**src/rtl/mem_region_ctrl_if.sv**
```systemverilog
// mem_region_ctrl_if: CPU/DMA request/done bus of the region controller.
// MEM_BUS_ERR_EN adds the bus_err completion flag.
interface mem_region_ctrl_if;
  logic        bus_valid;
  logic [31:0] bus_addr;
  logic [31:0] bus_wdata;
  logic [1:0]  bus_size;
  logic        bus_write;
  logic [31:0] bus_rdata;
  logic        bus_pause;
  logic        bus_done;
`ifdef MEM_BUS_ERR_EN
  logic        bus_err;
`endif

  modport master (
    output bus_valid, bus_addr, bus_wdata,
    output bus_size, bus_write,
    input  bus_rdata, bus_pause, bus_done
`ifdef MEM_BUS_ERR_EN
    , input bus_err
`endif
  );

  modport slave (
    input  bus_valid, bus_addr, bus_wdata,
    input  bus_size, bus_write,
    output bus_rdata, bus_pause, bus_done
`ifdef MEM_BUS_ERR_EN
    , output bus_err
`endif
  );
endinterface

```
**src/rtl/mem_region_ctrl.sv**
```systemverilog
// mem_region_ctrl: CPU/DMA + graphics front end for dual-port BRAM regions.
// MEM_BUS_ERR_EN: exposes bus_err on error completions (silent otherwise).
module mem_region_ctrl #(
  parameter int NUM_REGIONS = 5,
  parameter logic [32*NUM_REGIONS-1:0] REGION_BASE = {
    32'h0700_0000, 32'h0600_0000, 32'h0500_0000,
    32'h0300_0000, 32'h0000_0000},
  parameter logic [32*NUM_REGIONS-1:0] REGION_SIZE = {
    32'h0000_0400, 32'h0001_8000, 32'h0000_0400,
    32'h0000_8000, 32'h0000_4000},
  parameter logic [4*NUM_REGIONS-1:0] REGION_WS = {
    4'd0, 4'd0, 4'd0, 4'd0, 4'd0},
  parameter logic [NUM_REGIONS-1:0] REGION_RO = 5'b00001
) (
  input  logic                        clock,
  input  logic                        reset_n,
  mem_region_ctrl_if.slave            bus,
  output logic [NUM_REGIONS-1:0]      mem_en,
  output logic [3:0]                  mem_we,
  output logic [31:0]                 mem_addr,
  output logic [31:0]                 mem_wdata,
  input  logic [32*NUM_REGIONS-1:0]   mem_rdata,
  input  logic [31:0]                 gfx_addr,
  output logic [NUM_REGIONS-1:0]      gfx_en,
  output logic [31:0]                 gfx_mem_addr,
  input  logic [32*NUM_REGIONS-1:0]   gfx_rdata,
  output logic [31:0]                 gfx_data
);
  localparam int IW =
    (NUM_REGIONS > 1) ? $clog2(NUM_REGIONS) : 1;

  typedef logic [IW-1:0] idx_t;
  typedef logic [NUM_REGIONS-1:0] oh_t;

  typedef struct packed {
    logic hit;
    idx_t idx;
  } dec_t;

  typedef enum logic [2:0] {
    S_IDLE, S_WAIT, S_ISSUE, S_READ, S_DONE
  } state_t;

  function automatic logic [31:0] base_of(input idx_t i);
    return REGION_BASE[32*i +: 32];
  endfunction

  // Scan high to low so the lowest matching region wins.
  function automatic dec_t decode(input logic [31:0] a);
    dec_t d;
    d = '0;
    for (int i = NUM_REGIONS - 1; i >= 0; i--) begin
      if (a - REGION_BASE[32*i +: 32] <
          REGION_SIZE[32*i +: 32]) begin
        d.hit = 1'b1;
        d.idx = idx_t'(i);
      end
    end
    return d;
  endfunction

  function automatic oh_t onehot(input idx_t i);
    oh_t o;
    o = '0;
    o[i] = 1'b1;
    return o;
  endfunction

  function automatic logic [3:0] be_of(
    input logic [1:0] a,
    input logic [1:0] size
  );
    logic [3:0] be;
    be = 4'b0000;
    unique case (1'b1)
      size == 2'd0: be = 4'b0001 << a;
      size == 2'd1: be = a[1] ? 4'b1100 : 4'b0011;
      size == 2'd2: be = 4'b1111;
      default:      be = 4'b0000;
    endcase
    return be;
  endfunction

  state_t      state;
  logic [3:0]  cnt;
  idx_t        idx_q;
  logic        wr_q;
  logic        ro_q;
  logic [3:0]  we_q;
  logic [31:0] rdata_q;
  logic        done_q;
  logic        err_q;
  logic        g_hit;
  idx_t        g_idx;

  dec_t        bd;
  dec_t        gd;
  logic        acc_err;
  logic        acc_ro;
  logic [3:0]  acc_we;
  logic [3:0]  acc_ws;

  assign bd      = decode(bus.bus_addr);
  assign acc_err = !bd.hit || (bus.bus_size == 2'd3);
  assign acc_ro  = bus.bus_write && REGION_RO[bd.idx];
  assign acc_ws  = REGION_WS[4*bd.idx +: 4];
  assign acc_we  = (bus.bus_write && !acc_ro)
                 ? be_of(bus.bus_addr[1:0], bus.bus_size)
                 : 4'b0000;

  // Bus request sequencer: accept, wait states, one-cycle issue, done.
  always_ff @(posedge clock or negedge reset_n) begin
    if (!reset_n) begin
      state     <= S_IDLE;
      cnt       <= '0;
      idx_q     <= '0;
      wr_q      <= 1'b0;
      ro_q      <= 1'b0;
      we_q      <= '0;
      rdata_q   <= '0;
      done_q    <= 1'b0;
      err_q     <= 1'b0;
      mem_en    <= '0;
      mem_we    <= '0;
      mem_addr  <= '0;
      mem_wdata <= '0;
    end else begin
      mem_en <= '0;
      mem_we <= '0;
      done_q <= 1'b0;
      err_q  <= 1'b0;
      unique case (state)
        S_IDLE: begin
          if (bus.bus_valid) begin
            idx_q     <= bd.idx;
            wr_q      <= bus.bus_write;
            ro_q      <= acc_ro;
            we_q      <= acc_we;
            mem_addr  <= bus.bus_addr - base_of(bd.idx);
            mem_wdata <= bus.bus_wdata;
            rdata_q   <= '0;
            if (acc_err) begin
              state  <= S_DONE;
              done_q <= 1'b1;
              err_q  <= 1'b1;
            end else if (acc_ws != 4'd0) begin
              state <= S_WAIT;
              cnt   <= acc_ws - 4'd1;
            end else begin
              state  <= S_ISSUE;
              mem_en <= onehot(bd.idx);
              mem_we <= acc_we;
            end
          end
        end
        S_WAIT: begin
          if (cnt == 4'd0) begin
            state  <= S_ISSUE;
            mem_en <= onehot(idx_q);
            mem_we <= we_q;
          end else begin
            cnt <= cnt - 4'd1;
          end
        end
        S_ISSUE: begin
          if (wr_q) begin
            state  <= S_DONE;
            done_q <= 1'b1;
            err_q  <= ro_q;
          end else begin
            state <= S_READ;
          end
        end
        S_READ: begin
          rdata_q <= mem_rdata[32*idx_q +: 32];
          state   <= S_DONE;
          done_q  <= 1'b1;
        end
        S_DONE:  state <= S_IDLE;
        default: state <= S_IDLE;
      endcase
    end
  end

  assign bus.bus_pause = (state == S_IDLE)
                       ? bus.bus_valid
                       : (state != S_DONE);
  assign bus.bus_rdata = rdata_q;
  assign bus.bus_done  = done_q;

`ifdef MEM_BUS_ERR_EN
  assign bus.bus_err = err_q;
`else
  logic unused_err;
  assign unused_err = err_q;
`endif

  assign gd           = decode(gfx_addr);
  assign gfx_en       = gd.hit ? onehot(gd.idx) : '0;
  assign gfx_mem_addr = gd.hit
                      ? gfx_addr - base_of(gd.idx)
                      : '0;

  // Graphics hit index follows the BRAM's one-cycle read latency.
  always_ff @(posedge clock or negedge reset_n) begin
    if (!reset_n) begin
      g_hit <= 1'b0;
      g_idx <= '0;
    end else begin
      g_hit <= gd.hit;
      g_idx <= gd.idx;
    end
  end

  assign gfx_data = g_hit ? gfx_rdata[32*g_idx +: 32] : '0;
endmodule

```
**src/flat_wrapper.sv**
```systemverilog
// flat-port wrapper written by rule: the top's interface ports become plain ports
module mem_region_ctrl_flat 
#(
  parameter int NUM_REGIONS = 5,
  parameter logic [32*NUM_REGIONS-1:0] REGION_BASE = {
    32'h0700_0000, 32'h0600_0000, 32'h0500_0000,
    32'h0300_0000, 32'h0000_0000},
  parameter logic [32*NUM_REGIONS-1:0] REGION_SIZE = {
    32'h0000_0400, 32'h0001_8000, 32'h0000_0400,
    32'h0000_8000, 32'h0000_4000},
  parameter logic [4*NUM_REGIONS-1:0] REGION_WS = {
    4'd0, 4'd0, 4'd0, 4'd0, 4'd0},
  parameter logic [NUM_REGIONS-1:0] REGION_RO = 5'b00001
)
  (clock, reset_n, mem_en, mem_we, mem_addr, mem_wdata, mem_rdata, gfx_addr, gfx_en, gfx_mem_addr, gfx_rdata, gfx_data, bus_bus_valid, bus_bus_addr, bus_bus_wdata, bus_bus_size, bus_bus_write, bus_bus_rdata, bus_bus_pause, bus_bus_done);
  mem_region_ctrl_if bus_i ();
  input  logic clock;
  input  logic reset_n;
  output logic [NUM_REGIONS-1:0] mem_en;
  output logic [3:0] mem_we;
  output logic [31:0] mem_addr;
  output logic [31:0] mem_wdata;
  input  logic [32*NUM_REGIONS-1:0] mem_rdata;
  input  logic [31:0] gfx_addr;
  output logic [NUM_REGIONS-1:0] gfx_en;
  output logic [31:0] gfx_mem_addr;
  input  logic [32*NUM_REGIONS-1:0] gfx_rdata;
  output logic [31:0] gfx_data;
  input wire logic [$bits(bus_i.bus_valid)-1:0] bus_bus_valid;
  input wire logic [$bits(bus_i.bus_addr)-1:0] bus_bus_addr;
  input wire logic [$bits(bus_i.bus_wdata)-1:0] bus_bus_wdata;
  input wire logic [$bits(bus_i.bus_size)-1:0] bus_bus_size;
  input wire logic [$bits(bus_i.bus_write)-1:0] bus_bus_write;
  output wire logic [$bits(bus_i.bus_rdata)-1:0] bus_bus_rdata;
  output wire logic [$bits(bus_i.bus_pause)-1:0] bus_bus_pause;
  output wire logic [$bits(bus_i.bus_done)-1:0] bus_bus_done;
  assign bus_i.bus_valid = bus_bus_valid;
  assign bus_i.bus_addr = bus_bus_addr;
  assign bus_i.bus_wdata = bus_bus_wdata;
  assign bus_i.bus_size = bus_bus_size;
  assign bus_i.bus_write = bus_bus_write;
  assign bus_bus_rdata = bus_i.bus_rdata;
  assign bus_bus_pause = bus_i.bus_pause;
  assign bus_bus_done = bus_i.bus_done;
  mem_region_ctrl #(.NUM_REGIONS(NUM_REGIONS), .REGION_BASE(REGION_BASE), .REGION_SIZE(REGION_SIZE), .REGION_WS(REGION_WS), .REGION_RO(REGION_RO)) u_core (.clock(clock), .reset_n(reset_n), .bus(bus_i), .mem_en(mem_en), .mem_we(mem_we), .mem_addr(mem_addr), .mem_wdata(mem_wdata), .mem_rdata(mem_rdata), .gfx_addr(gfx_addr), .gfx_en(gfx_en), .gfx_mem_addr(gfx_mem_addr), .gfx_rdata(gfx_rdata), .gfx_data(gfx_data));
endmodule
```
**config.mk**
```make
export PLATFORM = sky130hd
export DESIGN_NAME = mem_region_ctrl_flat
export DESIGN_NICKNAME = d
export VERILOG_FILES = /design/src/rtl/mem_region_ctrl_if.sv /design/src/rtl/mem_region_ctrl.sv /design/src/flat_wrapper.sv
export SDC_FILE = /design/constraint.sdc
export NUM_CORES = 1
export LEC_CHECK = 0
export BUFFER_PORTS_ARGS = -buffer_cell sky130_fd_sc_hd__buf_2
export CORE_AREA = 2 2 229 231
export CTS_CLUSTER_SIZE = 14
export DETAILED_ROUTE_END_ITERATION = 10
export DIE_AREA = 0 0 231 233
export GPL_ROUTABILITY_DRIVEN = 0
export GPL_TIMING_DRIVEN = 0
export PLACE_DENSITY = 0.42
export SLEW_MARGIN = 20
export SYNTH_ARGS = -nofsm -noshare
export SYNTH_HDL_FRONTEND = slang
export SYNTH_SLANG_ARGS = --single-unit
```
**constraint.sdc**
```tcl
create_clock -name clock -period 10.3 [get_ports clock]
set_input_delay 0.515 -clock clock [delete_from_list [all_inputs] [get_ports clock]]
set_output_delay 0.515 -clock clock [all_outputs]
set_load 0.03 [all_outputs]
```
==> results.cfg <==
[outcome]
status = complete, no violations

[setup_path]
r2r_slack_ps = 7220
reg2reg_depth = 6
worst-setup-path-type = input pin to output port
critical_path_required_ps = 9790
critPathCapture = gfx_mem_addr[31]
crit_path_start_kind = input pin
r2r_start = u_core.state[2]
end_kind = output port
cp_max_fo = 4
reg2reg_to = u_core.mem_we[3]
crit_arrival_ps = 4700
startpoint = gfx_addr[17]

[power_and_ir_drop]
p_switching_mw = 0.495
combPwrFrac_pct = 23.1
p_clk_share_pct = 40.5
p_per_area_nw_per_um2 = 118
vdd_drop_max_mv = 0.107
swShare_pct = 32.8
intPower_mw = 1.01
pwr-share-seq_pct = 36.4
leakagePower_nw = 6.53

[die]
die-width_um = 231
core.rowCount = 83
coreArea_um2 = 51100
die_area_um2 = 53800
ios = 598
initial_core_util_pct = 16.2
die_h_um = 233

[logic_synthesis]
synth_top_family_by_area = simple AND/OR/NAND/NOR gates
avgSynthCellArea_um2 = 9.45
synth_edf_count = 0
muxShareOfSynthArea_pct = 17.7
synth_compound_area_share_pct = 13.4
synth_area_leader_cell = dfrtp_1
synth_area_um2 = 8270
async_flop_share_pct = 100
synth_seq_cells = 125
synth-seq-area-share_pct = 37.8
synth_cell_types = 59
synth_top_area_share_pct = 37.8
syn-instance-count = 875
synth-simple-area-share_pct = 22.8
synth_area_leaders = dfrtp_1, mux4_2, nand2_1
synthAdderAreaFrac_pct = 2.57
synth_ff_type = dfrtp_1
synth_xor_area_share_pct = 1.27
ys_warn_count = 0

[layout]
final_cell_count_no_fill = 2188
layout_commonest_cell = buf_2
layout.nets = 1930
final_cell_mix = buf_2, nand2_1, dfrtp_1
drive_gt1_share_pct = 47.3
post-route-util_pct = 24.9
area_delta_synth_final_pct = 54.0

[clocking]
cts_hold_buf = 1
h-tree-depth = 4
clock_sinks = 125
clk_transition_reported_paths_ps = 70
clock_path_buffers = 2
cts_tree = done
worstSkewPairLatency_ps = 440
cts_made_buffers = 17
post_cts_buffers = 0
cts_resized = 0
cts_root_buf = clkbuf_16

[placement]
dp_hpwl_um = 33200
placedCellCount = 2151
port_buffers = 588

[global_route]
track_usage_pct = 14.3
grt_pass1_wl_um = 57900
grt_max_degree = 71
antenna_found_initial = 6
grt.overflow.total = 0
grt_pass1_vias = 9211

[sta]
whs_ps = 259
tightest_slew_ps = 1030
slew_violations = 0
fmax_mhz = 192
finalSetupViolations = 0
maxSlewHeadroom_pct = 30.8
hold_violations = 0
fin_crit_sh_pct = 50.6
rsz0062_at_grt = false
fin_skew_ps = 13.0
totalNegativeSetupSlack_ps = 0
min_period_ps = 5210

[hold_path]
min_path_type = input pin to register

[run]
max_cap_violations = 0

[routing]
totalWireLength_um = 39700
routed-via-count = 9247
viasPerCell = 4.23
route.detailed.drc = 0
drtPass1Iterations = 5
drtAntennaViolNets = 0
dr.first_iter.drc_count = 550
wl_per_cell_um = 18.2
## synth_stat cells (all sizes together), types with 2 or more instances
cell type and count:
a211oi 4, or4 7, nor2 29, mux4 64, dfrtp 125, nor3b 6, ha 17, and2 21
inv 16, nor3 17, nand4b 2, or2 3, o31ai 3, clkbuf 54, a21oi 12, nand3b 6
nor4b 3, nand2 245, a2111o 2, nand2b 7, a21o 2, nand3 9, buf 16, or3 3
a22oi 64, o21ai 60, o21a 5, xor2 5, nand4 3, mux2i 2, a21boi 2, nor2b 35
xnor2 7, a21bo 2
## registers in the layout (all words and copies together) (netlist names)
register,cells
u_core.bus.bus_done,1
u_core.bus.bus_rdata,32
u_core.cnt,4
u_core.g_hit,1
u_core.g_idx,3
u_core.idx_q,3
u_core.mem_addr,32
u_core.mem_en,5
u_core.mem_wdata,32
u_core.mem_we,4
u_core.state,3
u_core.we_q,4
u_core.wr_q,1
## per-layer routing
layer  vias up  routed length (um)  share of wire [%]  track usage, %
met5         -                   8              0.020               0
met4         2                 545                1.4            4.21
met3        28                2810                7.1            4.29
met2       328               18400                 46            21.5
met1      4542               18000                 45            19.6
li1       4347                   -                  -               -
## power groups by stage
stage | logic, mW | registers (mW) | clock network [mW]
6_report | 0.348 | 0.549 | 0.611
5_1_grt | 0.382 | 0.554 | 0.660
4_1_cts | 0.352 | 0.549 | 0.641
3_5_place_dp | 0.352 | 0.557 | 0
3_3_place_gp | 0.348 | 0.556 | 0
2_1_floorplan | 0.0979 | 0.630 | 0
## metrics by stage
step | setup slack [ps] | total power, mW | instance area, um^2
4_1_cts | 5070 | 1.54 | 12700
2_1_floorplan | 5190 | 0.728 | 8290
6_report | 5090 | 1.51 | 12700
3_3_place_gp | 5060 | 0.904 | 12100
5_1_grt | 4740 | 1.60 | 12700
3_5_place_dp | 5080 | 0.908 | 12100
## cells by family after synthesis
group / count (synthesis)
AOI/OAI and AO/OA: 167
xor gates and xnor gates: 12
adders and majority gates: 17
buffers and inverters: 86
DFF: 125
muxes: 66
other: 1
and+or+nand+nor: 401
## worst max-delay path, cell delays in order
cell and delay [ps]:
buf_2 100, nor3_1 420, nor3b_1 500, nand4_1 270
nor3_1 300, or2_2 180, inv_1 40, ha_1 280
mux2i_1 210, ha_1 310, o21a_1 200, o21ai_0 280
nor4b_1 460, nand2_1 180, xor2_1 170, nor2_1 80
buf_2 210
## final cells by class
| cell class | instances | area, um^2 |
|---|---|---|
| Antenna cell | 4 | 10.0 |
| Buffer | 70 | 308 |
| Clock buffer | 19 | 453 |
| Clock inverter | 13 | 131 |
| Fill cell | 5649 | 38400 |
| Inverter | 16 | 60.1 |
| Multi-Input combinational cell | 670 | 4800 |
| Sequential cell | 125 | 3130 |
| Tap cell | 680 | 851 |
| Timing Repair Buffer | 591 | 3000 |
## how the worst min path moves through the flow
stage | startpoint | end | cells past startpoint
3_3_place_gp | u_core.mem_addr[20] | u_core.mem_addr[20] | 2
3_5_place_dp | u_core.mem_wdata[15] | u_core.mem_wdata[15] | 2
6_report | bus_bus_wdata[23] | u_core.mem_wdata[23] | 3
2_1_floorplan | reset_n | u_core.bus.bus_done | 0
5_1_grt | bus_bus_wdata[23] | u_core.mem_wdata[23] | 3
4_1_cts | bus_bus_wdata[9] | u_core.mem_wdata[9] | 3
No activity file was read; power rests on OpenSTA's default activity.
